### src/rtl/bundle_packer.sv
// bundle_packer: pairs incoming 19b/30b instructions into 60-bit bundles, padding lone ones with a NOP
module bundle_packer #(
   parameter int PAD_TIMEOUT = 4
) (
   input  logic        clock_i,
   input  logic        reset_i,
   input  logic        enable_i,
   input  logic        isBranch_i,
   input  logic        instructionFormat_i,
   input  logic [6:0]  opcode_i,
   input  logic [4:0]  reg_i,
   input  logic [15:0] operand_i,
   output logic        ready_o,
   input  logic        stall_i,
   input  logic        flushBack_i,
   output logic [59:0] instruction_o,
   output logic        enable_o
);
   typedef enum logic {EMPTY, HALF} state_t;
   typedef struct packed {
      logic        fmt;
      logic        br;
      logic [6:0]  op;
      logic [4:0]  rg;
      logic [15:0] opnd;
   } ins_t;
   localparam logic [3:0] PAD = 4'(PAD_TIMEOUT);
   state_t      state_q, state_d;
   ins_t        a_q, a_d, in_w;
   logic [3:0]  cnt_q, cnt_d;
   logic [59:0] out_q, out_d;
   logic        en_q, en_d, out_free, accept;
   function automatic logic [59:0] pack(input ins_t a, input ins_t b);
      logic [29:0] s2;
      s2 = {b.fmt, b.br, b.op, b.rg, b.fmt ? b.opnd : {b.opnd[4:0], 11'b0}};
      return a.fmt ? {a.fmt, a.br, a.op, a.rg, a.opnd, s2}
                   : {a.fmt, a.br, a.op, a.rg, a.opnd[4:0], s2, 11'b0};
   endfunction
   assign in_w          = '{instructionFormat_i, isBranch_i, opcode_i, reg_i, operand_i};
   assign out_free      = !en_q || !stall_i;
   assign ready_o       = reset_i || state_q == EMPTY || (out_free && !a_q.br);
   assign accept        = enable_i && ready_o;
   assign instruction_o = out_q;
   assign enable_o      = en_q;
   always_comb begin
      state_d = state_q;
      a_d     = a_q;
      cnt_d   = cnt_q;
      out_d   = out_q;
      en_d    = out_free ? 1'b0 : en_q;
      if (state_q == EMPTY) begin
         if (accept) begin
            state_d = HALF;
            a_d     = in_w;
            cnt_d   = '0;
         end
      end else if (accept || (out_free && (a_q.br || cnt_q == PAD))) begin
         out_d   = pack(a_q, accept ? in_w : '0);
         en_d    = 1'b1;
         state_d = EMPTY;
         cnt_d   = '0;
      end else if (!a_q.br && cnt_q != PAD) begin
         cnt_d = cnt_q + 4'd1;
      end
      if (flushBack_i) begin
         en_d    = 1'b0;
         state_d = EMPTY;
         cnt_d   = '0;
         out_d   = out_q;
      end
   end
   always_ff @(posedge clock_i) begin
      if (reset_i) begin
         state_q <= EMPTY;
         a_q     <= '0;
         cnt_q   <= '0;
         out_q   <= '0;
         en_q    <= 1'b0;
      end else begin
         state_q <= state_d;
         a_q     <= a_d;
         cnt_q   <= cnt_d;
         out_q   <= out_d;
         en_q    <= en_d;
      end
   end
endmodule
### config.mk
export PLATFORM = sky130hd
export DESIGN_NAME = bundle_packer
export DESIGN_NICKNAME = d
export VERILOG_FILES = /design/src/rtl/bundle_packer.sv
export SDC_FILE = /design/constraint.sdc
export NUM_CORES = 1
export LEC_CHECK = 0
export BUFFER_PORTS_ARGS = -buffer_cell sky130_fd_sc_hd__clkbuf_2
export CAP_MARGIN = 10
export CORE_MARGIN = 1
export CORE_UTILIZATION = 40
export CTS_BUF_LIST = sky130_fd_sc_hd__clkbuf_4 sky130_fd_sc_hd__clkbuf_8 sky130_fd_sc_hd__clkbuf_16
export DETAILED_ROUTE_END_ITERATION = 10
export MAX_ROUTING_LAYER = met4
export SYNTH_ARGS = -nofsm -noshare
export SYNTH_HDL_FRONTEND = slang
export SYNTH_SLANG_ARGS = --single-unit
### constraint.sdc
create_clock -name clock_i -period 2.2 [get_ports clock_i]
set_input_delay 0.22 -clock clock_i [delete_from_list [all_inputs] [get_ports clock_i]]
set_output_delay 0.22 -clock clock_i [all_outputs]
set_load 0.02 [all_outputs]
=== After elaboration in Yosys (flattened, before gate mapping) ===
Cells that the tools add are included.

* Input bits: 35
* Memories kept: 0
* Word-level logic and storage cells: 45
* Latch bits: 0
* Bits in writable memories: 0
* Bits in registers: 96
* Output and inout port bits: 62
* Memory bits (read-only): 0

* Eq/ne operators: 3
* Shift operators: 0
* $lt $le $gt $ge: 0
* Div/mod/pow operators: 0
* $add $sub $neg: 1
* Multipliers: 0
* Reductions and logical operators: 17
* Muxes and demuxes: 13
* Bitwise operators: 2

{| class="wikitable"
|+ Operator list
! operator !! number
|-
| 60-bit 2-to-1 mux || 1
|-
| 30-bit 2-to-1 mux || 1
|-
| 16-bit 2-to-1 mux || 1
|-
| 4-bit 2-to-1 mux || 4
|-
| 1-bit 2-to-1 mux || 6
|-
| 1-bit logical OR || 5
|-
| 4-bit by 1-bit adder with 4-bit output (second input constant) || 1
|-
| 4-bit by 3-bit equality test with 1-bit output (second input constant) || 1
|-
| 1-bit logical AND || 4
|-
| 4-bit by 3-bit inequality test with 1-bit output (second input constant) || 1
|-
| 2-bit AND reduction || 2
|-
| 1-bit logical NOT || 3
|-
| 3-bit by 1-bit inequality test with 1-bit output (second input constant) || 1
|-
| 3-bit AND reduction || 1
|-
| 1-bit inverter || 2
|-
| 2-bit nonzero test || 1
|-
| 2-bit OR reduction || 1
|}

=== Depth between registers and ports, before layout ===
Gate-level depths: netlist of the first run.

* Word-level depth: 8
* Depth in mapped cells: 9
* Mapped depth without buffers: 7

=== Worst setup path before layout of the first run ===
No wires, ideal clock.

* Kind: register to register
* Start point: reg cnt_q[0]
* End point: reg out_q[34], in the netlist instruction_o[34]
* Path slack: 471 ps
* Cell stages (with the launch flop): 10
* Data required time: 2068 ps
* Buffers on the path: 2
* Clock period less this slack: 1729 ps
* Arrival: 1597 ps
* Library setup time: 132 ps
* Cell sequence: dfxtp_1 > inv_1 > ha_1 > nand3b_1 > a22o_1 > a21o_1 > buf_4 > buf_6 > a211oi_1 > nor3_1

* Longest elaborated chain between the ends: 5

{| class="wikitable"
|+ Ends and longest elaborated chain
! item !! line !! text
|-
| from (decl) || 30 || <nowiki>logic [3:0] cnt_q, cnt_d;</nowiki>
|-
| from (signal assigned) || 82 || <nowiki>cnt_q <= cnt_d;</nowiki>
|-
| 4-bit by 3-bit equality test with 1-bit output || 57 || <nowiki>end else if (accept || (out_free && (a_q.br || cnt_q == PAD))) begin</nowiki>
|-
| 1-bit logical OR || 57 ||
|-
| 1-bit logical AND || 57 ||
|-
| 1-bit logical OR || 57 ||
|-
| 3-bit AND reduction (no source line) || n/a ||
|-
| to (signal assigned) || 83 || <nowiki>out_q <= out_d;</nowiki>
|-
| to (decl) || 31 || <nowiki>logic [59:0] out_q, out_d;</nowiki>
|}

No other way between the ends.
A chain may end at the register's enable or synchronous reset.

=== Worst setup path in the final report of the first run ===
* Start point: reg cnt_q[0]
* End point: reg out_q[33], in the netlist instruction_o[33]

The elaborated chain is that of the path after synthesis.

==> results of run 1 <==
[cell families (layout without fill, tap and decap cells)]
| family | after synthesis | in the layout |
|---|---|---|
| multiplexers | 12 | 12 |
| flip-flops | 96 | 96 |
| AND/OR/NAND/NOR | 188 | 188 |
| XOR/XNOR | 2 | 2 |
| AO/OA/AOI/OAI | 120 | 120 |
| adder cells (fa/ha/maj) | 2 | 2 |
| buffers and inverters | 43 | 127 |
[worst max path at each step]
stage,from,endpoint,slack (ps)
2_1_floorplan,cnt_q[0],instruction_o[34],470
3_3_place_gp,cnt_q[0],instruction_o[1],240
3_5_place_dp,cnt_q[0],instruction_o[1],150
4_1_cts,cnt_q[0],instruction_o[4],130
5_1_grt,cnt_q[0],instruction_o[33],80
6_report,cnt_q[0],instruction_o[33],220
[layer usage]
layer | track usage [%] | routed length [um] | vias up
li1 | - | - | 1751
met1 | 32.17 | 5180 | 1614
met2 | 33.33 | 4810 | 110
met3 | 3.467 | 746 | 8
met4 | 6.466 | 90 | 0
met5 | - | 0 | -
[cell usage in the layout (no fill, tap or decap), drive strengths merged]
master / Yosys / routed
nand2: 113 / 113
clkbuf: 19 / 105
dfxtp: 96 / 96
a21oi: 66 / 66
a22o: 23 / 23
nor2: 20 / 20
a211oi: 15 / 15
nand3: 14 / 14
nor3: 12 / 12
buf: 20 / 12
nor3b: 10 / 10
nand2b: 8 / 8
mux2: 7 / 7
inv: 4 / 6
mux2i: 5 / 5
o2111ai: 5 / 5
nor2b: 4 / 4
o21ai: 3 / 3
and2: 2 / 2
a221oi: 2 / 2
a21boi: 2 / 2
xnor2: 2 / 2
ha: 2 / 2
clkinvlp: 0 / 2
or2: 1 / 1
nand3b: 1 / 1
a21o: 1 / 1
a211o: 1 / 1
nor4: 1 / 1
o211ai: 1 / 1
nand4: 1 / 1
a31oi: 1 / 1
or3: 1 / 1
bufinv: 0 / 1
clkinv: 0 / 1
[power by group through the flow]
stage | Sequential [mW] | Clock [mW] | Combinational (mW)
after floorplan | 1.86 | 0 | 0.207
final | 1.81 | 1.17 | 0.340
after CTS | 1.81 | 1.18 | 0.340
after global placement | 1.85 | 0 | 0.334
after global routing | 1.82 | 1.25 | 0.374
after detailed placement | 1.85 | 0 | 0.337
[critical path, stage by stage, from the launching register on]
cell	delay, ps
dfxtp_1	330
inv_1	100
ha_1	160
nand3b_1	110
a22o_1	300
a21o_1	240
buf_12	180
a211oi_1	330
nor3_1	80
[through the flow]
step,worst slack [ps],power [mW]
floorplan,470.7,2.064
global placement,236.5,2.188
CTS,133.4,3.331
global route,77.28,3.445
finish,220.5,3.320
detailed placement,152.8,2.192
[final cells by class]
class / instances / area (um^2) / share of cell area [%]
clock inverters: 6 / 67.56 / 1.440
clock buffers: 9 / 123.9 / 2.641
multi-input cells: 324 / 1804 / 38.46
inverters: 4 / 15.01 / 0.3201
flip-flops and latches: 96 / 1923 / 41.00
well taps: 129 / 161.4 / 3.441
repair buffers: 108 / 595.6 / 12.70
[flip-flops by register name, summed over array words and instances (netlist names)]
register,flops
enable_o,1
instruction_o,60
cnt_q,4
state_q,1
a_q,30
==> summary.md, run 1 <==
| Metric | Value |
|---|---|
| Post-synthesis cell type count | `38` |
| Status | `complete, no violations` |
| Setup TNS | `0 ps` |
| Root Buffer | `clkbuf_8` |
| Complex-gate fraction of the synthesized area | `about a fifth` |
| Sequential area share after synthesis | `approximately 50%` |
| TritonCTS clock tree | `yes` |
| Clk pwr share | `about a third` |
| Post-route ant nets | `0` |
| Simple-gate share of the synthesized area | `21.08%` |
| Largest net degree at the start of global routing | `83` |
| Max Slew Vio Count | `0` |
| Area Overhead vs Synth | `19.55%` |
| Crit path arrival time | `2190 ps` |
| Most frequent cell after synthesis | `nand2_1` |
| Layout cell share with drive strength beyond 1 | `between 20% and 30%` |
| Clk sinks | `96` |
| Tcrit/Tclk final | `between 80% and 90%` |
| Relative slew margins | `43.78%` |
| Synthesized-area fraction occupied by adder cells | `0.6378%` |
| Post-synthesis mux area share | `3.284%` |
| Reg2Reg Setup Slack | `220 ps` |
| GPL Wtd Cong | `0.7954` |
| Hold Path Class | `in -> reg` |
| Logic pwr share | `10.2%` |
| First-pass GRT wire length | `approximately 17000 um` |
| Initial core utilization | `a little over two fifths` |
| Worst setup SP type | `flip-flop` |
| Dominant synthesized flop cell | `dfxtp_1` |
| Final Non-Filler Cells | `676` |
| Vias in the first global route | `3220` |
| CORE AREA | `0.009371 mm^2` |
| Int Pwr | `about 2.4 mW` |
| Num CTS Buffers | `9` |
| Die height | `between 100 and 150 um` |
| Final setup vio count | `0` |
| First DRT Iteration DRCs | `roughly 210` |
| Vias per inst | `approximately 5.2` |
| Die width | `slightly above 100 um` |
| Pleak | `1.826 nW` |
| Layout Skew | `15.99 ps` |
| Critical register-to-register path startpoint | `cnt_q[0]` |
| Unrepaired setup endpoints after global routing | `no` |
| Largest family of logic cells by synthesized area | `simple AND/OR/NAND/NOR gates` |
| Crit path kind | `reg -> reg` |
| Largest cells by area after synthesis | `dfxtp_1 49%, nand2_1 11%, a21oi_1 8.3%` |
| Max Fanout on Critical Path | `44` |
| Pwr per Cell Area | `707.8 mW/mm^2` |
| Clk_lat worst skew | `roughly 370 ps` |
| Remaining DRCs | `0` |
| Final core occ | `50.05%` |
| Commonest cells post-synth | `113 x nand2_1, 96 x dfxtp_1, 65 x a21oi_1` |
| Clk buf depth | `2` |
| Post-CTS Setup Inserts | `0` |
| EDFF count, synth | `0` |
| Min-Delay Endpoint | `state_q` |
| Avg Cell Area, Syn | `8.475 um^2` |
| Final #Nets | `580` |
| Max VDD drop | `around 0.30 mV` |
| FMAX | `between 500 and 600 MHz` |
| Cell area after synthesis | `0.003924 mm^2` |
| Max_cap viols | `0` |
| IO Count | `97` |
| Min cycle time layout | `1979 ps` |
| CP endpoint kind | `flip-flop` |
| R2R cell count | `8` |
| Hold_sp | `flushBack_i` |
| Die area | `between 0.01 and 0.015 mm^2` |
| Synth Instances | `around 460` |
| Ys async rst share | `0%` |
| Final wirelength | `10830 um` |
| Sw Ratio | `26.80%` |
| Number of synthesized register bits | `96` |
| Fillers | `a little under 1000` |
| Diode count | `0` |
| IO Port Bufs | `96` |
| # hold bufs at CTS | `0` |
| Post-DP HPWL | `7473 um` |
| Drt pass-1 iters | `5` |
| Final hold violations | `0` |
| Post-Synthesis Net Count | `500` |
| Reg clk slew, reported paths | `about 90 ps` |
| Seq pwr share | `54.6%` |
| Worst EP required | `2410 ps` |
| All-Layer GR Usage | `22.71%` |
| Xor/xnor cell area share of the yosys netlist | `0.4464%` |
| Max H-tree Level | `3` |
| Vias | `3483` |
| WL/cell | `16.02 um` |
| Slew @ Worst Pin | `843.2 ps` |
| Yosys synthesis warning count | `0` |
| Post-DP Area | `0.004497 mm^2` |
| GRT overflow | `0` |
| Hold slack | `86.13 ps` |
| Final instance area | `about 0.0047 mm^2` |
| Switch Pwr | `0.8898 mW` |
| Floorplan row count | `35` |
| Yosys top cell area share | `48.98%` |
| Worst Hold Depth | `2` |
| Initial antenna violation count | `0` |
| FF-to-FF End | `instruction_o[33]` |
| Placed cells | `~660` |
| Cell taking the most area after synthesis | `dfxtp_1` |
| Resized Gates After CTS | `0` |
Note: power is estimated with default switching activity, not from simulation.
==> inputs of run 2 (changes only) <==
--- a/config.mk
+++ b/config.mk
@@ -8,10 +8,12 @@
 export BUFFER_PORTS_ARGS = -buffer_cell sky130_fd_sc_hd__clkbuf_2
 export CAP_MARGIN = 10
 export CORE_MARGIN = 1
-export CORE_UTILIZATION = 40
+export CORE_UTILIZATION = 53
 export CTS_BUF_LIST = sky130_fd_sc_hd__clkbuf_4 sky130_fd_sc_hd__clkbuf_8 sky130_fd_sc_hd__clkbuf_16
 export DETAILED_ROUTE_END_ITERATION = 10
 export MAX_ROUTING_LAYER = met4
+export PLACE_DENSITY = 0.79
+export SLEW_MARGIN = 10
 export SYNTH_ARGS = -nofsm -noshare
 export SYNTH_HDL_FRONTEND = slang
 export SYNTH_SLANG_ARGS = --single-unit
==> run 2 against run 1 <==
Compared with the run above:
- sequential power hardly changed
- sequential share of layout area is 0.22 points higher
- via count is 3.6% higher
- highest routed layer unchanged
- setup slack worse by 53 ps
- register-to-register slack worse by 50 ps
- core utilization is 15 points higher
- critical path depth stayed put
- first-iteration DRC count is 22% higher
==> summary.md, run 2 (same netlist as run 1, synthesis figures left out) <==
| Metric | Value |
|---|---|
| Hold_sp | `flushBack_i (unchanged)` |
| Fillers | `652 (was 962)` |
| Final wirelength | `10240 um (was 10830 um)` |
| Worst EP required | `2420 ps (was 2410 ps)` |
| Vias per inst | `5.544 (was 5.152)` |
| Clk sinks | `96 (unchanged)` |
| Post-DP HPWL | `7224 um (was 7473 um)` |
| Largest net degree at the start of global routing | `83 (unchanged)` |
| Worst Hold Depth | `2 (unchanged)` |
| Vias | `3609 (was 3483)` |
| Most frequent cells in the layout | `113 x nand2_1, 96 x clkbuf_2, 95 x dfxtp_1, 65 x a21oi_1, 23 x a22o_1 (unchanged)` |
| Area Overhead vs Synth | `18.91% (was 19.55%)` |
| Pleak | `1.841 nW (was 1.826 nW)` |
| Root Buffer | `clkbuf_8 (unchanged)` |
| IO Port Bufs | `96 (unchanged)` |
| Slew @ Worst Pin | `856.8 ps (was 843.2 ps)` |
| Vias in the first global route | `3191 (was 3220)` |
| Sw Ratio | `25.96% (was 26.80%)` |
| Setup TNS | `0 ps (unchanged)` |
| Initial antenna violation count | `0 (unchanged)` |
| First-pass GRT wire length | `15980 um (was 17110 um)` |
| Final Non-Filler Cells | `651 (was 676)` |
| FMAX | `492.1 MHz (was 505.2 MHz)` |
| TritonCTS clock tree | `yes (unchanged)` |
| Max Slew Vio Count | `0 (unchanged)` |
| Clk_lat worst skew | `360 ps (was 370 ps)` |
| Unrepaired setup endpoints after global routing | `no (unchanged)` |
| Max Fanout on Critical Path | `27 (was 44)` |
| Relative slew margins | `42.88% (was 43.78%)` |
| Seq pwr share | `54.7% (was 54.6%)` |
| Pwr per Cell Area | `708.7 mW/mm^2 (was 707.8 mW/mm^2)` |
| Num CTS Buffers | `9 (unchanged)` |
| Drt pass-1 iters | `4 (was 5)` |
| Min cycle time layout | `2032 ps (was 1979 ps)` |
| First DRT Iteration DRCs | `257 (was 211)` |
| Max FFs per register | `60 (unchanged)` |
| Worst setup SP type | `flip-flop (unchanged)` |
| WL/cell | `15.73 um (was 16.02 um)` |
| Commonest non-fill, non-tap cell in the layout | `nand2_1 (unchanged)` |
| Layout Skew | `10.75 ps (was 15.99 ps)` |
| Die area | `0.007751 mm^2 (was 0.01021 mm^2)` |
| Reg2Reg Setup Slack | `170 ps (was 220 ps)` |
| Max_cap viols | `0 (unchanged)` |
| All-Layer GR Usage | `28.10% (was 22.71%)` |
| Max H-tree Level | `3 (unchanged)` |
| Floorplan row count | `31 (was 35)` |
| Logic pwr share | `10.5% (was 10.2%)` |
| Crit path kind | `reg -> reg (unchanged)` |
| FF-to-FF End | `instruction_o[37] (was instruction_o[33])` |
| Int Pwr | `2.448 mW (was 2.431 mW)` |
| Final setup vio count | `0 (unchanged)` |
| GPL Wtd Cong | `0.8567 (was 0.7954)` |
| Diode count | `0 (unchanged)` |
| Crit path arrival time | `2250 ps (was 2190 ps)` |
| Critical register-to-register path startpoint | `cnt_q[0] (unchanged)` |
| Min-Delay Endpoint | `state_q (unchanged)` |
| CP endpoint kind | `flip-flop (unchanged)` |
| Tcrit/Tclk final | `92.37% (was 89.98%)` |
| Initial core utilization | `54.39% (was 41.87%)` |
| Reg clk slew, reported paths | `90 ps (about the same)` |
| Die height | `88.04 um (was 101.0 um)` |
| Clk pwr share | `34.8% (was 35.1%)` |
| GRT overflow | `0 (unchanged)` |
| Hold slack | `78.55 ps (was 86.13 ps)` |
| Die width | `88.04 um (was 101.0 um)` |
| Max VDD drop | `0.4553 mV (was 0.3013 mV)` |
| Hold Path Class | `in -> reg (unchanged)` |
| Clk buf depth | `2 (unchanged)` |
| Layout cell share with drive strength beyond 1 | `26.09% (was 25.41%)` |
| R2R cell count | `8 (unchanged)` |
| CORE AREA | `0.007214 mm^2 (was 0.009371 mm^2)` |
| Switch Pwr | `0.8585 mW (was 0.8898 mW)` |
| Remaining DRCs | `0 (unchanged)` |
| Post-route ant nets | `0 (unchanged)` |
| Post-CTS Setup Inserts | `0 (unchanged)` |
| Status | `complete, no violations (unchanged)` |
| Final hold violations | `0 (unchanged)` |
| Final #Nets | `584 (was 580)` |
| IO Count | `97 (unchanged)` |
| Placed cells | `635 (was 661)` |
## run 2: cell types whose count changed in the layout (fill, tap and decap cells not counted)
cell      change
buf_12        -2
buf_4         +6
clkbuf_4      +1
clkinv_4      +1
inv_6         -1
## run 2: worst max-delay path: stages (launching register included)
cell and delay (ps):
dfxtp_1 330, inv_1 90, ha_1 160, nand3b_1 120
a22o_1 300, a21o_1 230, buf_4 230, a211oi_1 350
nor3_1 80
## run 2: worst max-delay path by stage
| stage | from | end | slack [ps] |
|---|---|---|---|
| 2_1_floorplan | cnt_q[0] | instruction_o[34] | 470 |
| 5_1_grt | cnt_q[0] | instruction_o[37] | 50 |
| 4_1_cts | cnt_q[0] | instruction_o[0] | 100 |
| 3_3_place_gp | cnt_q[0] | instruction_o[7] | 250 |
| 6_report | cnt_q[0] | instruction_o[37] | 170 |
| 3_5_place_dp | cnt_q[0] | instruction_o[0] | 130 |
## run 2: layout make-up
| class | instances | area, um^2 | share of cell area (%) |
|---|---|---|---|
| Clock buffer | 10 | 131.4 | 2.816 |
| Sequential cell | 96 | 1923 | 41.22 |
| Tap cell | 99 | 123.9 | 2.655 |
| Clock inverter | 6 | 67.56 | 1.448 |
| Multi-Input combinational cell | 324 | 1804 | 38.67 |
| Inverter | 4 | 15.01 | 0.3218 |
| Timing Repair Buffer | 112 | 600.6 | 12.87 |
## run 2: timing repair
action,4_1_cts,5_1_grt
gates resized for setup,0,1
setup endpoints to repair,0,8
hold buffers,0,0
## run 2: power groups by stage
stage,combinational (mW),clock (mW),sequential [mW]
2_1_floorplan,0.207,0,1.86
3_3_place_gp,0.335,0,1.85
3_5_place_dp,0.340,0,1.85
4_1_cts,0.341,1.17,1.81
5_1_grt,0.372,1.25,1.81
6_report,0.346,1.15,1.81
## run 2: per-layer routing
layer	track usage [%]	routed length, um
met5	-	0
met2	41.44	4731
met4	13.64	312
met3	3.582	453
met1	38.04	4746
## run 2: metrics by stage
step | cell area, um^2 | util (%) | setup slack (ps) | total power [mW]
5_1_grt | 4666 | 64.67 | 45.12 | 3.436
4_1_cts | 4663 | 64.64 | 104.4 | 3.322
3_3_place_gp | 4464 | 61.88 | 249.5 | 2.183
6_report | 4666 | 64.67 | 167.8 | 3.307
2_1_floorplan | 3924 | - | 470.7 | 2.064
3_5_place_dp | 4464 | 61.88 | 133.4 | 2.189
==> inputs of run 3 (changes only) <==
--- a/config.mk
+++ b/config.mk
@@ -8,11 +8,12 @@
 export BUFFER_PORTS_ARGS = -buffer_cell sky130_fd_sc_hd__clkbuf_2
 export CAP_MARGIN = 10
 export CORE_MARGIN = 1
-export CORE_UTILIZATION = 53
+export CORE_UTILIZATION = 57
 export CTS_BUF_LIST = sky130_fd_sc_hd__clkbuf_4 sky130_fd_sc_hd__clkbuf_8 sky130_fd_sc_hd__clkbuf_16
 export DETAILED_ROUTE_END_ITERATION = 10
+export GPL_TIMING_DRIVEN = 0
 export MAX_ROUTING_LAYER = met4
-export PLACE_DENSITY = 0.79
+export PLACE_DENSITY = 0.85
 export SLEW_MARGIN = 10
 export SYNTH_ARGS = -nofsm -noshare
 export SYNTH_HDL_FRONTEND = slang
==> constraint.sdc (replaced) <==
create_clock -name clock_i -period 2.6 [get_ports clock_i]
set_input_delay 0.26 -clock clock_i [delete_from_list [all_inputs] [get_ports clock_i]]
set_output_delay 0.26 -clock clock_i [all_outputs]
set_load 0.02 [all_outputs]
==> run 3 against run 2 <==
Compared with the run above:
- the run now ends with DRC left
- sequential power is 15% lower
- via count grew 5.2%
- count of clock-buffer cells in the layout stayed put
- critical path type unchanged
- critical endpoint is now instruction_o[7]
- largest power group unchanged
==> summary.md, run 3 (same netlist as run 1, synthesis figures left out) <==
| Metric | Value |
|---|---|
| TritonCTS clock tree | `yes (unchanged)` |
| Crit path top cell by count | `a22o_1` |
| Relative slew margins | `60.97% (was 42.88%)` |
| Final Non-Filler Cells | `650 (was 651)` |
| Buffers & Inverters on Critical Path | `2 (unchanged)` |
| Max FFs per register | `60 (unchanged)` |
| Most frequent cells in the layout | `113 x nand2_1, 96 x dfxtp_1, 95 x clkbuf_2, 65 x a21oi_1, 23 x a22o_1 (was 113 x nand2_1, 96 x clkbuf_2, 95 x dfxtp_1, 65 x a21oi_1, 23 x a22o_1)` |
| First-pass GRT wire length | `17240 um (was 15980 um)` |
| FMAX | `486.7 MHz (was 492.1 MHz)` |
| Crit path arrival time | `2310 ps (was 2250 ps)` |
| Min cycle time layout | `2055 ps (was 2032 ps)` |
| Initial antenna violation count | `0 (unchanged)` |
| Final setup vio count | `0 (unchanged)` |
| # hold bufs at CTS | `0 (unchanged)` |
| Final #Nets | `606 (was 584)` |
| Largest net degree at the start of global routing | `16 (was 83)` |
| Clk_lat worst skew | `360 ps (about the same)` |
| Hold Path Class | `in -> reg (unchanged)` |
| IO Port Bufs | `95 (was 96)` |
| Crit path kind | `reg -> reg (unchanged)` |
| Vias per inst | `5.843 (was 5.544)` |
| Worst setup SP type | `flip-flop (unchanged)` |
| Final core occ | `72.93% (was 64.67%)` |
| Pwr per Cell Area | `631.2 mW/mm^2 (was 708.7 mW/mm^2)` |
| Hold_sp | `flushBack_i (unchanged)` |
| Sw Ratio | `23.94% (was 25.96%)` |
| Slew @ Worst Pin | `585.4 ps (was 856.8 ps)` |
| Post-DP Area | `0.004496 mm^2 (was 0.004464 mm^2)` |
| Pwr Total | `2.990 mW (was 3.307 mW)` |
| CP max stage delay | `350 ps (about the same)` |
| Die height | `84.97 um (was 88.04 um)` |
| Post-route ant nets | `0 (unchanged)` |
| Dpl ws | `614.6 ps (was 133.4 ps)` |
| IO Count | `97 (unchanged)` |
| CP endpoint kind | `flip-flop (unchanged)` |
| Seq pwr share | `51.2% (was 54.7%)` |
| Clk buf depth | `2 (unchanged)` |
| Worst EP required | `2860 ps (was 2420 ps)` |
| Int Pwr | `2.274 mW (was 2.448 mW)` |
| CORE AREA | `0.006495 mm^2 (was 0.007214 mm^2)` |
| Max Slew Vio Count | `0 (unchanged)` |
| WL/cell | `16.59 um (was 15.73 um)` |
| Max VDD drop | `0.6024 mV (was 0.4553 mV)` |
| Failing checks | `DRC` |
| Unrepaired setup endpoints after global routing | `no (unchanged)` |
| Post-CTS Setup Inserts | `0 (unchanged)` |
| Root Buffer | `clkbuf_8 (unchanged)` |
| Max H-tree Level | `3 (unchanged)` |
| Max_cap viols | `0 (unchanged)` |
| CP Cell Sequence | `inv_1, ha_1, nand3b_1, a22o_1, a21oi_4, nor2_1, buf_2, a22o_1 (was inv_1, ha_1, nand3b_1, a22o_1, a21o_1, buf_4, a211oi_1, nor3_1)` |
| Logic pwr share | `10.1% (was 10.5%)` |
| Setup TNS | `0 ps (unchanged)` |
| Pleak | `1.892 nW (was 1.841 nW)` |
| Layout Skew | `7.058 ps (was 10.75 ps)` |
| Final instance area | `0.004737 mm^2 (was 0.004666 mm^2)` |
| Remaining DRCs | `7 (was 0)` |
| Layout cell share with drive strength beyond 1 | `24.61% (was 26.09%)` |
| Critical register-to-register path startpoint | `cnt_q[0] (unchanged)` |
| Die area | `0.007220 mm^2 (was 0.007751 mm^2)` |
| CP top delay family | `compound AO/OA/AOI/OAI gates (unchanged)` |
| Initial core utilization | `60.41% (was 54.39%)` |
| Hold slack | `119.2 ps (was 78.55 ps)` |
| Worst Setup SP | `cnt_q[0] (unchanged)` |
| Post-DP HPWL | `8002 um (was 7224 um)` |
| GRT overflow | `0 (unchanged)` |
| Switch Pwr | `0.7159 mW (was 0.8585 mW)` |
| Slowest-stage cell, CP | `a21oi_4 (was a211oi_1)` |
| Diode count | `0 (unchanged)` |
| Vias | `3798 (was 3609)` |
| Floorplan row count | `29 (was 31)` |
| Resized Gates After CTS | `0 (unchanged)` |
| Placed cells | `635 (unchanged)` |
| Tcrit/Tclk final | `79.03% (was 92.37%)` |
| Reg clk slew, reported paths | `90 ps (about the same)` |
| Die width | `84.97 um (was 88.04 um)` |
| All-Layer GR Usage | `31.81% (was 28.10%)` |
| Drt pass-1 iters | `9 (was 4)` |
| Max Fanout on Critical Path | `10 (was 27)` |
| Num CTS Buffers | `9 (unchanged)` |
| Clk pwr share | `38.7% (was 34.8%)` |
| Final hold violations | `0 (unchanged)` |
| Worst Slack Setup Final | `545.2 ps (was 167.8 ps)` |
| Status | `finished with violations (was complete, no violations)` |
| Commonest non-fill, non-tap cell in the layout | `nand2_1 (unchanged)` |
| First DRT Iteration DRCs | `411 (was 257)` |
| Area Overhead vs Synth | `20.73% (was 18.91%)` |
| Vias in the first global route | `3505 (was 3191)` |
| GPL Wtd Cong | `0.9170 (was 0.8567)` |
| Final wirelength | `10780 um (was 10240 um)` |
| Clk sinks | `96 (unchanged)` |
[run 3: layout make-up]
type                            count  area, um^2
Sequential cell                    96        1922
Multi-Input combinational cell    324        1799
Fill cell                         510        1758
Timing Repair Buffer               95       475.5
Buffer                             39       187.7
Clock buffer                       10       137.6
Clock inverter                      5       103.9
Tap cell                           77       96.34
Inverter                            4       15.01
[run 3: metal layers]
| layer | GRT usage [%] | vias to the layer above | wire length, um |
|---|---|---|---|
| met5 | - | - | 0 |
| li1 | - | 1809 | - |
| met3 | 4.475 | 37 | 885 |
| met1 | 41.49 | 1757 | 4662 |
| met2 | 48.90 | 195 | 4876 |
| met4 | 15.10 | 0 | 359 |
[run 3: final timing paths]
check	endpoint	slack, ps	cells after the start
worst max register to register	instruction_o[7]	550	8
worst max-delay path	instruction_o[7]	550	8
worst min-delay path	state_q	120	2
worst min register to register	instruction_o[29]	460	2
[run 3: power by group through the flow]
stage	clock, mW	combinational (mW)	sequential [mW]
2_1_floorplan	0	0.175	1.57
3_3_place_gp	0	0.287	1.56
3_5_place_dp	0	0.292	1.57
4_1_cts	1.17	0.295	1.53
5_1_grt	1.21	0.327	1.53
6_report	1.16	0.302	1.53
